[src/rtl/sub_share_arbiter.sv]
`default_nettype none
// ============================================================================
// Module   : sub_share_arbiter
// Purpose  : Four requesters share one W-bit subtractor (D = A + ~B + 1).
//            A round-robin IDLE/CALC/DONE sequencer grants one requester,
//            captures its operands, computes the result, and returns a
//            one-cycle done pulse. One operation completes every 3 cycles.
// Ports    : clk     - rising-edge clock
//            rst_n   - asynchronous active-low reset
//            req     - [3:0] per-requester request level
//            A_bus   - [4*W-1:0] minuends, requester i at [i*W +: W]
//            B_bus   - [4*W-1:0] subtrahends, requester i at [i*W +: W]
//            done    - [3:0] one-hot completion pulse to the served requester
//            D       - [W-1:0] registered difference
//            borrow  - registered, 1 when A < B (unsigned)
//            zero    - registered, 1 when A == B
//            busy    - 1 while an operation is in CALC or DONE
// Options  : SUB_SAT_EN - when defined, a borrowing subtract loads D = 0.
// Revision : 1.0 - initial release
// ============================================================================
module sub_share_arbiter #(
    parameter int W = 10
) (
    input  logic           clk,
    input  logic           rst_n,
    input  logic [3:0]     req,
    input  logic [4*W-1:0] A_bus,
    input  logic [4*W-1:0] B_bus,
    output logic [3:0]     done,
    output logic [W-1:0]   D,
    output logic           borrow,
    output logic           zero,
    output logic           busy
);

    typedef enum logic [1:0] {
        S_IDLE = 2'd0,
        S_CALC = 2'd1,
        S_DONE = 2'd2
    } state_t;

    state_t       r_state;
    state_t       w_state_nxt;
    logic         w_grant;
    logic         w_calc;
    logic         w_finish;

    logic [1:0]   r_ptr;
    logic [1:0]   r_gnt;
    logic [W-1:0] r_a;
    logic [W-1:0] r_b;
    logic [W-1:0] r_d;
    logic         r_borrow;
    logic         r_zero;
    logic [3:0]   r_done;

    logic [W-1:0] w_a [4];
    logic [W-1:0] w_b [4];
    logic         w_req_any;
    logic [1:0]   w_sel;

    logic [W:0]   w_sum;
    logic [W-1:0] w_diff;
    logic         w_borrow;
    logic         w_equal;
    logic [W-1:0] w_d_result;

    // ------------------------------------------------------------------
    // Operand bus unpacking
    // ------------------------------------------------------------------
    genvar gi;
    generate
        for (gi = 0; gi < 4; gi++) begin : g_unpack
            assign w_a[gi] = A_bus[gi*W +: W];
            assign w_b[gi] = B_bus[gi*W +: W];
        end
    endgenerate

    // ------------------------------------------------------------------
    // Round-robin selection: first asserted request at or above r_ptr,
    // wrapping 3 -> 0. Scanning from the farthest offset down lets the
    // nearest asserted requester overwrite the result last.
    // ------------------------------------------------------------------
    assign w_req_any = |req;

    always_comb begin
        w_sel = r_ptr;
        for (int i = 3; i >= 0; i--) begin
            if (req[r_ptr + 2'(i)]) begin
                w_sel = r_ptr + 2'(i);
            end
        end
    end

    // ------------------------------------------------------------------
    // Shared subtractor. The carry out of A + ~B + 1 is the inverted
    // borrow; a zero difference only happens for equal operands.
    // ------------------------------------------------------------------
    assign w_sum    = {1'b0, r_a} + {1'b0, ~r_b} + {{W{1'b0}}, 1'b1};
    assign w_diff   = w_sum[W-1:0];
    assign w_borrow = ~w_sum[W];
    assign w_equal  = (w_diff == '0);

`ifdef SUB_SAT_EN
    assign w_d_result = w_borrow ? '0 : w_diff;
`else
    assign w_d_result = w_diff;
`endif

    // ------------------------------------------------------------------
    // Sequencer: state register
    // ------------------------------------------------------------------
    always_ff @(posedge clk or negedge rst_n) begin
        if (!rst_n) begin
            r_state <= S_IDLE;
        end else begin
            r_state <= w_state_nxt;
        end
    end

    // ------------------------------------------------------------------
    // Sequencer: next state and phase strobes
    // ------------------------------------------------------------------
    always_comb begin
        w_state_nxt = r_state;
        w_grant     = 1'b0;
        w_calc      = 1'b0;
        w_finish    = 1'b0;
        case (r_state)
            S_IDLE: begin
                if (w_req_any) begin
                    w_grant     = 1'b1;
                    w_state_nxt = S_CALC;
                end
            end
            S_CALC: begin
                w_calc      = 1'b1;
                w_state_nxt = S_DONE;
            end
            S_DONE: begin
                w_finish    = 1'b1;
                w_state_nxt = S_IDLE;
            end
            default: begin
                w_state_nxt = S_IDLE;
            end
        endcase
    end

    // ------------------------------------------------------------------
    // Datapath registers. Operands are captured at grant so the requester
    // may change or drop them afterwards. done is registered on the DONE
    // edge, so a reset during CALC or DONE never produces a pulse.
    // ------------------------------------------------------------------
    always_ff @(posedge clk or negedge rst_n) begin
        if (!rst_n) begin
            r_ptr    <= 2'd0;
            r_gnt    <= 2'd0;
            r_a      <= '0;
            r_b      <= '0;
            r_d      <= '0;
            r_borrow <= 1'b0;
            r_zero   <= 1'b0;
            r_done   <= 4'd0;
        end else begin
            r_done <= 4'd0;
            if (w_grant) begin
                r_gnt <= w_sel;
                r_a   <= w_a[w_sel];
                r_b   <= w_b[w_sel];
            end
            if (w_calc) begin
                r_d      <= w_d_result;
                r_borrow <= w_borrow;
                r_zero   <= w_equal;
            end
            if (w_finish) begin
                r_done <= 4'b0001 << r_gnt;
                r_ptr  <= r_gnt + 2'd1;
            end
        end
    end

    assign done   = r_done;
    assign D      = r_d;
    assign borrow = r_borrow;
    assign zero   = r_zero;
    assign busy   = (r_state != S_IDLE);

endmodule
`default_nettype wire

[config.mk]
export PLATFORM = sky130hd
export DESIGN_NAME = sub_share_arbiter
export DESIGN_NICKNAME = d
export VERILOG_FILES = /design/src/rtl/sub_share_arbiter.sv
export SDC_FILE = /design/constraint.sdc
export NUM_CORES = 1
export LEC_CHECK = 0
export ABC_AREA = 1
export BUFFER_PORTS_ARGS = -buffer_cell sky130_fd_sc_hd__buf_4
export CAP_MARGIN = 20
export CORE_ASPECT_RATIO = 1.75
export CORE_MARGIN = 8
export CORE_UTILIZATION = 51
export DETAILED_ROUTE_END_ITERATION = 10
export GPL_TIMING_DRIVEN = 0
export PLACE_DENSITY = 0.81
export SETUP_SLACK_MARGIN = 0.02
export SYNTH_ARGS = -nofsm -noshare
export SYNTH_HDL_FRONTEND = slang
export SYNTH_SLANG_ARGS = --single-unit
[constraint.sdc]
create_clock -name clk -period 2.7 [get_ports clk]
set_clock_uncertainty 0.1 [all_clocks]
set_input_delay 0.135 -clock clk [delete_from_list [all_inputs] [get_ports clk]]
set_output_delay 0.135 -clock clk [all_outputs]
set_load 0.02 [all_outputs]
Word level (Yosys, flattened, before mapping)

Index checks and enable logic that the tools add are counted.

Register bits: 42
Bits in latches: 0
Bits in writable memories: 0
ROM bits: 0
Input port bits: 86
Output and inout bits: 17
Logic and storage cells: 56
Memories: 0

$add $sub $neg: 6
Multiply operators: 0
Divide/modulo/power cells: 0
$lt $le $gt $ge: 5
Equal/unequal tests: 3
Shifts and indexed selects: 1
Mux-type cells: 25
Bitwise logic cells: 3
Reductions and logical operators: 4

Operators with widths:

| cell                                                        | number |
|---|---|
| binary-select mux 10 bit (select 2 bit)                     | 2 |
| two-way mux 10 bit                                          | 4 |
| less-than comparator 2 x 3 -> 1 bit (second input constant) | 4 |
| adder 10 x 10 -> 11 bit                                     | 1 |
| adder 11 x 1 -> 11 bit (second input constant)              | 1 |
| logical NOT 10 bit                                          | 1 |
| two-way mux 2 bit                                           | 5 |
| NOT 10 bit                                                  | 1 |
| binary-select mux 1 bit (select 2 bit)                      | 4 |
| two-way mux 1 bit                                           | 8 |
| adder 2 x 1 -> 2 bit (second input constant)                | 2 |
| adder 2 bit (second input constant)                         | 2 |
| two-way mux 4 bit                                           | 1 |
| one-hot mux 2 bit (2 select lines)                          | 1 |
| OR reduction 4 bit                                          | 1 |
| << shifter 1 x 2 -> 4 bit (first input constant)            | 1 |
| greater-or-equal comparator 3 bit (second input constant)   | 1 |
| NOT 2 -> 3 bit                                              | 1 |
| == test 2 x 1 -> 1 bit (second input constant)              | 1 |
| == test 2 bit (second input constant)                       | 1 |
| logical NOT 2 bit                                           | 1 |
| inequality test 2 bit (second input constant)               | 1 |
| nonzero test 2 bit                                          | 1 |
| NOT 1 bit                                                   | 1 |

Logic depth before layout (Yosys ltp)

Depth in word-level cells: 11
Depth in mapped cells: 16
Depth with buffers taken out: 14

Worst setup path after synthesis

Ideal clock, no wire load.

Kind: register to register
Start point: register r_a[0]
End point: register r_zero (netlist: zero)
Setup time: 0.117 ns
Arrival time: 1.798 ns
Data required time: 2.483 ns
Setup slack: 0.684 ns
Cell stages (with the launch flop): 10
Path buffers: 0
Clock period less this slack: 2.016 ns
Cells stage by stage: dfrtp_1 inv_1 ha_1 fa_1 or3_1 nand2_1 a21boi_0 xor2_1 nand3_1 nand2_1

Word-level cells in the longest chain between the ends: 3

Ends and longest elaborated chain:

| what                    | line | text |
|---|---|---|
| from (decl)             | 50   | `logic [W-1:0] r_a;` |
| from (signal assigned)  | 169  | `r_a <= w_a[w_sel];` |
| adder 10 x 10 -> 11 bit | 99   | `assign w_sum = {1'b0, r_a} + {1'b0, ~r_b} + {{W{1'b0}}, 1'b1};` |
| adder 11 x 1 -> 11 bit  | 99   |  |
| logical NOT 10 bit      | 102  | `assign w_equal = (w_diff == '0);` |
| to (signal assigned)    | 175  | `r_zero <= w_equal;` |
| to (decl)               | 54   | `logic r_zero;` |

Every way passes these cells.
A chain may end at the register's enable or synchronous reset.

Final worst setup path

Ends and elaborated chain as after synthesis.

==> out/summary.json <==
{
  "status": "complete, no violations",
  "power.density_nw_per_um2": 1450,
  "yosysWarningCount": 0,
  "netlist_top_cells_area": "dfrtp_1, nand3_1, nand2_1, ha_1, inv_1",
  "areaGrowthSynthToFinish_pct": 33.1,
  "cap_viol_max_count": 0,
  "start_util_pct": 52.6,
  "synth_cell_type_count": 29,
  "initial_antenna_violation_count": 0,
  "cell_count_after_placement": 601,
  "post_synth_xor_area_fraction_pct": 2.10,
  "seqPwrFrac_pct": 20.1,
  "worstPathArrival_ns": 2.33,
  "worst_hold_slack_ns": 0.0580,
  "report.final.slew_viol_count": 0,
  "cp.required_ns": 2.79,
  "hold_end": "r_b[2]$_DFFE_PN0P_",
  "grt_max_degree": 43,
  "final.period_utilization_pct": 82.8,
  "final_core_utilization_pct": 70.1,
  "fin_nets": 634,
  "drive_above_1_share_pct": 25.3,
  "net-switching-power_mw": 2.92,
  "hold_violations": 0,
  "syn_inst": 423,
  "crit_family": "simple AND/OR/NAND/NOR gates",
  "fmax_mhz": 448,
  "synth_compound_gate_area_share_pct": 5.49,
  "clock_tree.htree_level_count": 2,
  "rsz0062_at_grt": "no",
  "critical_path.endpoint_type": "flop",
  "hold_crit_start": "B_bus[32]",
  "post_synth_and_or_nand_nor_area_fraction_pct": 40.8,
  "initial_drt_markers": 183,
  "wl_per_cell_um": 13.5,
  "vias_per_cell": 5.12,
  "synth.top_cell.area_share_pct": 36.0,
  "syn_area_um2": 2920,
  "worst_setup_path_start_kind": "flop",
  "timing_worst_setup_path_type": "reg2reg",
  "grt_overflow": 0,
  "placeableCoreArea_um2": 5540,
  "vdd_drop_max_mv": 1.28,
  "setup.reg_to_reg.worst_slack_ns": 0.47,
  "swShare_pct": 52.1,
  "p_leak_nw": 2.15,
  "via_count_of_the_first_global_routing_pass": 3143,
  "cts_root_buffer": "clkbuf_8",
  "syn_area_cell_um2": 6.89,
  "timing.critical_path.depth": 9,
  "clk_pin_slew_worst_paths_ns": 0.08,
  "antenna_diode_count": 0,
  "remaining_drc_errors": 0,
  "totalNegativeSetupSlack_ns": 0,
  "layout_min_cycle_time_ns": 2.23,
  "synth-edff-count": 0,
  "synth.ff_latch_count": 42,
  "worst_pin_slew_ns": 0.571,
  "synth_async_sr_flop_share_pct": 100,
  "cp_slowest_stage_delay_ns": 0.42,
  "dominantRegCellSynth": "dfrtp_1",
  "synthDominantAreaCellType": "dfrtp_1",
  "cts_setup_buffers": 0,
  "worst_hold_path.num_cells": 5,
  "finalNonFillerCells": 610,
  "fp-row-count": 36,
  "ctsResizeCount": 0,
  "cts_inserted_buffers": 5,
  "global_route_wire_length_before_repair_um": 13700,
  "drt_wl_total_um": 8250,
  "critical_path.reg2reg.startpoint": "r_a[0]$_DFFE_PN0P_",
  "fp.dieH_um": 116,
  "dr_total_vias": 3126,
  "yosys.cell_count.top_type": "nand2_1",
  "synth_adder_area_share_pct": 6.69,
  "die_width_um": 73.2,
  "die-area_um2": 8490,
  "count_of_buffers_inserted_at_the_top_level_ports": 102,
  "dr.pass1.iters": 4,
  "clock_latency_ns": 0.29,
  "mux_contribution_to_synthesized_area_pct": 0,
  "power_report.internal_total_mw": 2.69,
  "setup_viol": 0,
  "worstPathBufferInverterCount": 1,
  "timing.hold.worst.class": "in2reg",
  "ys_seq_area_share_pct": 36.0,
  "synth_top_family_by_area": "simple AND/OR/NAND/NOR gates",
  "holdBufCountCts": 1,
  "timing.critical_path.slowest_stage_cell": "fa_1",
  "worst_r2r_endpoint": "zero$_DFFE_PN0N_",
  "clkPwrFrac_pct": 7.5,
  "critical_path.max_fanout": 3,
  "timing.max_slew.rel_slack_pct": 61.8,
  "r2r_cells": 9,
  "grtUsageTotal_pct": 20.3,
  "post-dp-hpwl_um": 6860,
  "postSynthNetCount": 524,
  "timing.critical_path.mode_cell": "nand2_1",
  "synthTopCellsByCount": "nand2_1, nand3_1, dfrtp_1",
  "cts_tree": "done",
  "io_pins": 103,
  "clockBufferDepth": 2,
  "gp_congestion": 0.847,
  "clock-sinks": 42,
  "route.antenna.remaining_nets": 0,
  "timing.critical_path.cells": "inv_1 > ha_1 > fa_1 > or3_1 > nand2_1 > a21boi_0 > xor2_1 > nand3_1 > nand2_1",
  "p_comb_share_pct": 72.5
}
## per-layer routing
layer  GRT usage, %  wire length [um]
met1           20.9              3150
met2           36.8              4310
met3           5.81               586
met4           8.60               201
met5              0                 0
## sequential cells by signal (all words and copies together) (netlist names)
signal / flops
r_gnt: 2
zero: 1
r_state: 2
r_a: 10
r_b: 10
r_ptr: 2
done: 4
D: 10
borrow: 1
## worst max-delay path by stage
stage / from / endpoint
floorplan: r_a[0]$_DFFE_PN0P_ / zero$_DFFE_PN0N_
global placement: r_a[0]$_DFFE_PN0P_ / zero$_DFFE_PN0N_
finish: r_a[0]$_DFFE_PN0P_ / zero$_DFFE_PN0N_
global route: r_a[0]$_DFFE_PN0P_ / D[8]$_DFFE_PN0N_
detailed placement: r_a[0]$_DFFE_PN0P_ / zero$_DFFE_PN0N_
CTS: r_a[0]$_DFFE_PN0P_ / zero$_DFFE_PN0N_
## metrics by stage
stage | worst slack (ns) | area, um^2 | total power, mW
after floorplan | 0.684 | 2920 | 4.15
after global placement | 0.546 | 3780 | 5.07
after detailed placement | 0.508 | 3780 | 5.19
after CTS | 0.469 | 3880 | 5.63
after global routing | 0.333 | 3880 | 6.26
final | 0.466 | 3880 | 5.61
## worst register-to-register path: stages (launching register included)
cell      delay (ns)
dfrtp_1         0.36
inv_1           0.05
ha_1            0.21
fa_1            0.42
or3_1           0.40
nand2_1         0.11
a21boi_0        0.15
xor2_1          0.19
nand3_1         0.11
nand2_1         0.05
## layout by cell type, fill, tap and decap left out, types with 4 or more instances in the layout
| master | Yosys | layout |
|---|---|---|
| dfrtp_1 | 42 | 42 |
| inv_1 | 33 | 33 |
| clkbuf_1 | 5 | 5 |
| xor2_1 | 6 | 6 |
| nand3_1 | 108 | 108 |
| clkbuf_8 | 0 | 6 |
| ha_1 | 14 | 14 |
| buf_4 | 5 | 107 |
| nand2_2 | 4 | 4 |
| nor2_1 | 13 | 13 |
| a21oi_1 | 8 | 8 |
| nand2_1 | 140 | 140 |
| buf_2 | 11 | 11 |
| o21ai_0 | 12 | 12 |
## kinds of logic after synthesis
group                    after synthesis
AO/OA/AOI/OAI                         29
XOR/XNOR                               7
adder cells (fa/ha/maj)               15
buffers and inverters                 58
flip-flops                            42
AND/OR/NAND/NOR                      272
## cell type report
cell class	instances	area [um^2]
Sequential cell	42	1050
Inverter	36	138
Timing Repair Buffer	103	776
Tap cell	76	95.1
Buffer	22	123
Clock inverter	2	12.5
Multi-Input combinational cell	323	1610
Clock buffer	6	82.6
Fill cell	506	1660
## power by group through the flow
| stage | Clock, mW | Combinational [mW] | Sequential, mW |
|---|---|---|---|
| 4_1_cts | 0.426 | 4.08 | 1.13 |
| 6_report | 0.419 | 4.07 | 1.13 |
| 3_3_place_gp | 0 | 3.94 | 1.13 |
| 3_5_place_dp | 0 | 4.05 | 1.14 |
| 5_1_grt | 0.444 | 4.65 | 1.17 |
| 2_1_floorplan | 0 | 2.94 | 1.21 |
(Power assumes the default switching activity.)
